### src/rtl/hazard_unit_pkg.sv
// hazard_defs: forwarding encodings, shadow-stage records and the register-match helper
package hazard_defs;
  localparam logic [1:0] FWD_RF      = 2'd0;
  localparam logic [1:0] FWD_RESULTW = 2'd1;
  localparam logic [1:0] FWD_ALUOUTM = 2'd2;
  localparam logic [4:0] REG_ZERO    = 5'd0;
  typedef struct packed {
    logic [4:0] rs;
    logic [4:0] rt;
    logic [4:0] wr;
    logic       rw;
    logic       mr;
  } e_stage_t;
  typedef struct packed {
    logic [4:0] wr;
    logic       rw;
    logic       mr;
  } m_stage_t;
  typedef struct packed {
    logic [4:0] wr;
    logic       rw;
  } w_stage_t;
  function automatic logic hit(input logic [4:0] src, input logic [4:0] dst, input logic en);
    return en && src != REG_ZERO && src == dst;
  endfunction
endpackage

### src/rtl/hazard_shadow_pipe.sv
// hazard_shadow_pipe: E/M/W copies of destination info, with bubble insertion into E
module hazard_shadow_pipe
  import hazard_defs::*;
(
  input  logic     clk,
  input  logic     rst_n,
  input  logic     flush_i,
  input  e_stage_t d_i,
  output e_stage_t e_o,
  output m_stage_t m_o,
  output w_stage_t w_o
);
  e_stage_t e_q;
  m_stage_t m_q;
  w_stage_t w_q;
  // advance the shadow pipeline; a flush turns the incoming E entry into a bubble
  always_ff @(posedge clk) begin
    if (!rst_n) begin
      e_q <= '0;
      m_q <= '0;
      w_q <= '0;
    end else begin
      e_q <= flush_i ? '0 : d_i;
      m_q <= '{wr: e_q.wr, rw: e_q.rw, mr: e_q.mr};
      w_q <= '{wr: m_q.wr, rw: m_q.rw};
    end
  end
  assign e_o = e_q;
  assign m_o = m_q;
  assign w_o = w_q;
endmodule

### src/rtl/hazard_unit.sv
// hazard_unit: forwarding selects, load/branch stalls and a saturating stall counter
module hazard_unit
  import hazard_defs::*;
#(
  parameter int CNT_W = 16
) (
  input  logic             clk,
  input  logic             rst_n,
  input  logic [4:0]       RsD,
  input  logic [4:0]       RtD,
  input  logic [4:0]       RdD,
  input  logic             RegDstD,
  input  logic             RegWriteD,
  input  logic             MemtoRegD,
  input  logic             BranchD,
  output logic [1:0]       ForwardAE,
  output logic [1:0]       ForwardBE,
  output logic             ForwardAD,
  output logic             ForwardBD,
  output logic             StallF,
  output logic             StallD,
  output logic             FlushE,
  output logic [CNT_W-1:0] StallCount
);
  e_stage_t d, e;
  m_stage_t m;
  w_stage_t w;
  logic lwstall, branchstall, stall;
  logic [CNT_W-1:0] cnt_q, cnt_d;
  assign d = '{rs: RsD, rt: RtD, wr: RegDstD ? RdD : RtD, rw: RegWriteD, mr: MemtoRegD};
  hazard_shadow_pipe u_pipe (
    .clk    (clk),
    .rst_n  (rst_n),
    .flush_i(FlushE),
    .d_i    (d),
    .e_o    (e),
    .m_o    (m),
    .w_o    (w)
  );
  // hazard detection and forwarding; everything is gated off while in reset.
  // A load in M carries its address on ALUOutM, so it is never forwarded to decode.
  always_comb begin
    lwstall     = hit(RsD, e.wr, e.mr) || hit(RtD, e.wr, e.mr);
    branchstall = BranchD && (hit(RsD, e.wr, e.rw) || hit(RtD, e.wr, e.rw) ||
                              hit(RsD, m.wr, m.mr) || hit(RtD, m.wr, m.mr));
    stall       = rst_n && (lwstall || branchstall);
    ForwardAE   = !rst_n ? FWD_RF : hit(e.rs, m.wr, m.rw) ? FWD_ALUOUTM :
                  hit(e.rs, w.wr, w.rw) ? FWD_RESULTW : FWD_RF;
    ForwardBE   = !rst_n ? FWD_RF : hit(e.rt, m.wr, m.rw) ? FWD_ALUOUTM :
                  hit(e.rt, w.wr, w.rw) ? FWD_RESULTW : FWD_RF;
    ForwardAD   = rst_n && hit(RsD, m.wr, m.rw && !m.mr);
    ForwardBD   = rst_n && hit(RtD, m.wr, m.rw && !m.mr);
    StallF      = stall;
    StallD      = stall;
    FlushE      = stall;
    cnt_d       = (stall && !(&cnt_q)) ? cnt_q + CNT_W'(1) : cnt_q;
    StallCount  = rst_n ? cnt_q : '0;
  end
  // stall-cycle counter, saturating at all-ones
  always_ff @(posedge clk) begin
    if (!rst_n) cnt_q <= '0;
    else        cnt_q <= cnt_d;
  end
endmodule
### config.mk
export PLATFORM = sky130hd
export DESIGN_NAME = hazard_unit
export DESIGN_NICKNAME = d
export VERILOG_FILES = /design/src/rtl/hazard_unit_pkg.sv /design/src/rtl/hazard_shadow_pipe.sv /design/src/rtl/hazard_unit.sv
export SDC_FILE = /design/constraint.sdc
export NUM_CORES = 1
export LEC_CHECK = 0
export CORE_UTILIZATION = 44
export CTS_BUF_LIST = sky130_fd_sc_hd__clkbuf_4
export DETAILED_ROUTE_END_ITERATION = 12
export PLACE_DENSITY = 0.73
export SYNTH_ARGS = -nofsm -noshare
export SYNTH_HDL_FRONTEND = slang
export SYNTH_SLANG_ARGS = --single-unit
### constraint.sdc
create_clock -name clk -period 4.9 [get_ports clk]
set_input_delay 1.47 -clock clk [delete_from_list [all_inputs] [get_ports clk]]
set_output_delay 1.47 -clock clk [all_outputs]
set_load 0.05 [all_outputs]
Word-level counts from Yosys, hierarchy flattened
Cells that the tools add are included.
{ "word_totals": {"regBits": 46, "input_bits": 21, "elab_cells": 72} }
{ "classes": {"n_addsub": 1, "eq_ne": 8, "n_mux": 8, "n_bitwise": 1, "reduce_logical": 43} }
{ "ops": {"columns": ["operator", "n"], "rows": [
  ["5-bit equality test", 8],
  ["1-bit logical AND", 30],
  ["5-bit nonzero test", 4],
  ["16-bit by 1-bit adder with 16-bit output (second input constant)", 1],
  ["16-bit two-way mux", 1],
  ["16-bit AND reduction", 1],
  ["2-bit two-way mux", 4],
  ["1-bit logical OR", 5],
  ["5-bit two-way mux", 1],
  ["1-bit logical NOT", 2],
  ["1-bit two-way mux", 2],
  ["2-bit OR reduction", 1],
  ["1-bit inverter", 1]
]} }

Depth between registers and ports, before layout
{ "logic_depth": {"word_depth": 10, "depth_mapped": 9, "mapped_depth_nobuf": 7} }

Hierarchy
Synthesis repeated with hierarchy kept, for this count alone.
{ "hier_totals": {"hier_cells": 259, "hier_area_um2": 2404.8} }
{ "by_module_without_submodules": {"columns": ["mod", "instances", "cells_per_inst", "area_each_um2", "seq_area_each_um2"], "rows": [
  ["hazard_unit", 1, 195, 1539.0, 320.3],
  ["hazard_shadow_pipe", 1, 64, 865.8, 600.6]
]} }

Worst setup path before layout
Ideal clock, no wire load.
{ "synth_timing": {"kind": "input-to-output", "from": "input RsD[3]", "to": "output StallD", "arrival_time_ns": 3.587, "t_required_ns": 3.430, "setup_slack_ns": -0.157, "path_stages": 8, "cell_sequence": "xor2_1 nor3_1 nand4_1 a21oi_2 nor2_2 clkbuf_1 nor2_1 buf_4"} }
{ "synth_between": {"elab_chain_cells": 9, "word_cells_on_any_way": 16, "classes_between": "2 x eq/ne; 14 x reduce/logical"} }
{ "synth_lines": {"columns": ["element", "line", "source"], "rows": [
  ["from (decl)", "hazard_unit.sv:9", "input logic [4:0] RsD,"],
  ["5-bit nonzero test", "hazard_unit_pkg.sv:24", "return en && src != REG_ZERO && src == dst;"],
  ["1-bit logical AND (2 in a row)", "hazard_unit_pkg.sv:24", null],
  ["1-bit logical OR (2 in a row)", "hazard_unit.sv:44", "branchstall = BranchD && (hit(RsD, e.wr, e.rw) || hit(RtD, e.wr, e.rw) ||"],
  ["1-bit logical OR", "hazard_unit.sv:45", "hit(RsD, m.wr, m.mr) || hit(RtD, m.wr, m.mr));"],
  ["1-bit logical AND", "hazard_unit.sv:44", null],
  ["1-bit logical OR *", "hazard_unit.sv:46", "stall = rst_n && (lwstall || branchstall);"],
  ["1-bit logical AND *", "hazard_unit.sv:46", null],
  ["to (decl)", "hazard_unit.sv:21", "output logic StallD,"]
]} }
Every way passes the cells marked *; elsewhere a longest branch is shown, timed or not.

Worst setup path in the final report
{ "layout_timing": {"from": "input RtD[3]", "to": "output FlushE"} }
{ "layout_between": {"elab_chain_cells": 9, "word_cells_on_any_way": 16, "classes_between": "2 x eq/ne; 14 x reduce/logical"} }
{ "layout_lines": {"columns": ["element", "line", "source"], "rows": [
  ["from (decl)", "hazard_unit.sv:10", "input logic [4:0] RtD,"],
  ["5-bit nonzero test", "hazard_unit_pkg.sv:24", null],
  ["1-bit logical AND (2 in a row)", "hazard_unit_pkg.sv:24", null],
  ["1-bit logical OR (2 in a row)", "hazard_unit.sv:44", null],
  ["1-bit logical OR", "hazard_unit.sv:45", null],
  ["1-bit logical AND", "hazard_unit.sv:44", null],
  ["1-bit logical OR *", "hazard_unit.sv:46", null],
  ["1-bit logical AND *", "hazard_unit.sv:46", null],
  ["to (decl)", "hazard_unit.sv:22", "output logic FlushE,"]
]} }
Marked as above.

==> summary.md <==
| Metric | Value |
|---|---|
| PwrDens | `226 nW/um^2` |
| Avg Cell Area, Syn | `8.96 um^2` |
| Vias per cell | `5.15` |
| Worst-Margin Slew | `0.487 ns` |
| Grt met2 use | `0.321` |
| Num CTS Buffers | `5` |
| Met1 GRT Util | `0.277` |
| Main flop type after synthesis | `dfxtp_1` |
| Status | `finished, final reports clean` |
| Unrepaired setup endpoints after global routing | `false` |
| Setup Skew | `0.0155 ns` |
| Routed WL per cell | `13.9 um` |
| Cts hold-fix bufs | `0` |
| Critical path endpoint category | `output port` |
| Switching pwr | `0.000182 W` |
| Initial antenna violation count | `0` |
| CTS tree | `done` |
| Net Sw Frac | `0.249` |
| I/O pin count | `46` |
| Worst slew margin | `0.672` |
| Clock Sinks | `46` |
| Die ar. | `5690 um^2` |
| Share of power burned in registers | `0.555` |
| Share of post-route cells with drive strength above 1 | `0.181` |
| Internal | `0.000547 W` |
| Setup violators final | `0` |
| Ys Warns | `0` |
| Global-route wire length before repair | `~8700 um` |
| Synthesized Nets | `between 200 and 300` |
| Die Y | `75.5 um` |
| LEAKAGE | `1.24 nW` |
| HP Class | `flip-flop to flip-flop` |
| Antenna diodes | `0` |
| Worst EP required | `3.43 ns` |
| Post-Syn Area | `2370 um^2` |
| Fin cells | `379` |
| Htree depth | `2` |
| Clk_lat worst skew | `between 0.3 and 0.4 ns` |
| Drt drc | `0` |
| Layout area overhead | `35.6%` |
| Placed insts | `around 370` |
| Core box area | `5140 um^2` |
| 1st-iter DRT viols | `86` |
| Post-synth EDFFs | `0` |
| Post-layout minimum cycle time | `4.68 ns` |
| Drt total wl | `between 5000 and 6000 um` |
| Setup tns final | `0 ns` |
| CP arrival | `3.21 ns` |
| Clk buf depth | `2` |
| Max IR drop VDD | `184 uV` |
| Clock root buffer | `clkbuf_4` |
| Largest net degree at the start of global routing | `26` |
| Fin. max-slew vios | `0` |
| Die Wd | `between 70 and 80 um` |
| Final Hold Viols | `0` |
| Clock network power share | `0.311` |
| Gpl congestion | `between 0.8 and 0.9` |
| Final nets | `330` |
| Met3 Use GR | `0.0569` |
| GRT Max-Usage Layer | `met2` |
| Number of global-route vias before repair | `1815` |
| Post-Synthesis Cells | `265` |
| Initial Util | `0.462` |
| Via count | `between 1500 and 2000` |
| Postcts setup bufs | `0` |
| Port buffer count | `45` |
| Clock transition at path regs | `around 0.14 ns` |
| Number of cell rows | `26` |
| Yosys cell types | `37` |
| DRT Pass-1 Iters | `4` |
| Synthesis-stage register bit count | `46` |
| Critical-path maximum fanout | `5` |
| Crit path kind | `input port to output port` |
| Post-CTS Resized | `0` |
| Sequential-to-total area share from yosys stat | `0.388` |
| Grt ovf | `0` |
| Antenna Nets Post-Route | `0` |
| Combinational share of power | `0.134` |
| Placed wire-length estimate | `4020 um` |
| Global Route Usage Sum | `0.207` |
| Asr flop ratio synth | `0` |
| Max cap viols | `0` |
| Worst setup SP type | `input port` |
| Maximum clock frequency | `about 210 MHz` |
| Final period util | `0.956` |
[flip-flops by register name, summed over array words and instances, names as in the netlist]
name,count
u_pipe.e_o,17
u_pipe.w_o,6
cnt_q,16
u_pipe.m_o,7
[power groups by stage]
| stage | combinational, W | sequential [W] | clock (W) |
|---|---|---|---|
| 3_3_place_gp | 0.0000953 | 0.000413 | 0 |
| 2_1_floorplan | 0.0000638 | 0.000405 | 0 |
| 3_5_place_dp | 0.0000975 | 0.000413 | 0 |
| 6_report | 0.0000976 | 0.000404 | 0.000227 |
| 5_1_grt | 0.000108 | 0.000407 | 0.000247 |
| 4_1_cts | 0.0000979 | 0.000404 | 0.000231 |
[layout by cell type, fill, tap and decap left out, types with 2 or more instances in the layout]
master,n
o21ai_0,5
mux2i_1,6
nor2_1,18
o31ai_1,3
nor4_1,10
nand4_1,10
or3_1,4
buf_12,25
xor2_1,17
nand2b_1,2
a21oi_1,5
and3_1,14
nor3_1,14
or4_1,2
clkinv_2,2
buf_4,8
clkbuf_4,5
mux2_2,6
clkdlybuf4s50_1,20
inv_1,6
xnor2_1,24
nand3_1,7
nand2_1,9
dfxtp_1,46
and2_1,27
[Yosys cell counts, types with 4 or more instances]
cell type / instances / share of area
dfxtp_1: 46 / 0.39
and2_1: 27 / 0.071
xnor2_1: 24 / 0.089
nor2_1: 19 / 0.030
xor2_1: 17 / 0.063
and3_1: 14 / 0.037
nor3_1: 14 / 0.030
clkbuf_1: 11 / 0.017
nand4_1: 10 / 0.026
nor4_1: 10 / 0.026
nand2_1: 9 / 0.014
nand3_1: 7 / 0.015
inv_1: 6 / 0.0095
mux2_2: 6 / 0.028
mux2i_1: 6 / 0.025
a21oi_1: 5 / 0.011
o21ai_0: 5 / 0.011
or3_1: 4 / 0.011
[layout make-up]
type	count	area (um^2)
clock buffer	5	37.5
clock inverter	3	40.0
fill	468	1920
inverter	6	22.5
multi-input combinational	196	1350
sequential	46	921
tap	70	87.6
timing repair buffer	53	761
[worst paths after layout]
check | cells after the start | endpoint | from | slack (ns)
setup / recovery | 8 | FlushE | RtD[3] | 0.22
hold reg to reg | 1 | u_pipe.m_o[0] | u_pipe.e_o[0] | 0.49
setup reg to reg | 8 | cnt_q[13] | u_pipe.m_o[3] | 2.60
hold / removal | 1 | u_pipe.m_o[0] | u_pipe.e_o[0] | 0.49
[logic make-up after synthesis]
kind of cell | share of synthesized area
XOR/XNOR | 0.151
multiplexers | 0.0648
buffers and inverters | 0.0464
flip-flops | 0.388
AO/OA/AOI/OAI | 0.0527
adder cells (fa/ha/maj) | 0.00527
AND/OR/NAND/NOR | 0.292
[critical path, stage by stage]
cell             delay (ns)
clkdlybuf4s50_1        0.54
xor2_1                 0.20
nor3_1                 0.18
nand4_1                0.20
a21oi_4                0.19
nor2_2                 0.07
nor2_4                 0.19
buf_12                 0.17
[stage by stage]
step / setup slack (ns) / hold slack, ns / utilization / power (W) / area, um^2
2_1_floorplan: 0.119 / 0.435 / - / 0.000469 / 2380
3_3_place_gp: 0.145 / 0.440 / 0.611 / 0.000508 / 3140
3_5_place_dp: 0.0766 / 0.456 / 0.611 / 0.000510 / 3140
4_1_cts: 0.0830 / 0.485 / 0.626 / 0.000733 / 3220
5_1_grt: 0.0730 / 0.518 / 0.627 / 0.000762 / 3220
6_report: 0.215 / 0.490 / 0.627 / 0.000728 / 3220
[per-layer routing]
layer,up-vias,part of all wire
met4,0,0.013
met1,912,0.47
met3,5,0.045
met5,-,0
met2,45,0.47
li1,991,-
Power figures use the tool's default switching activity.
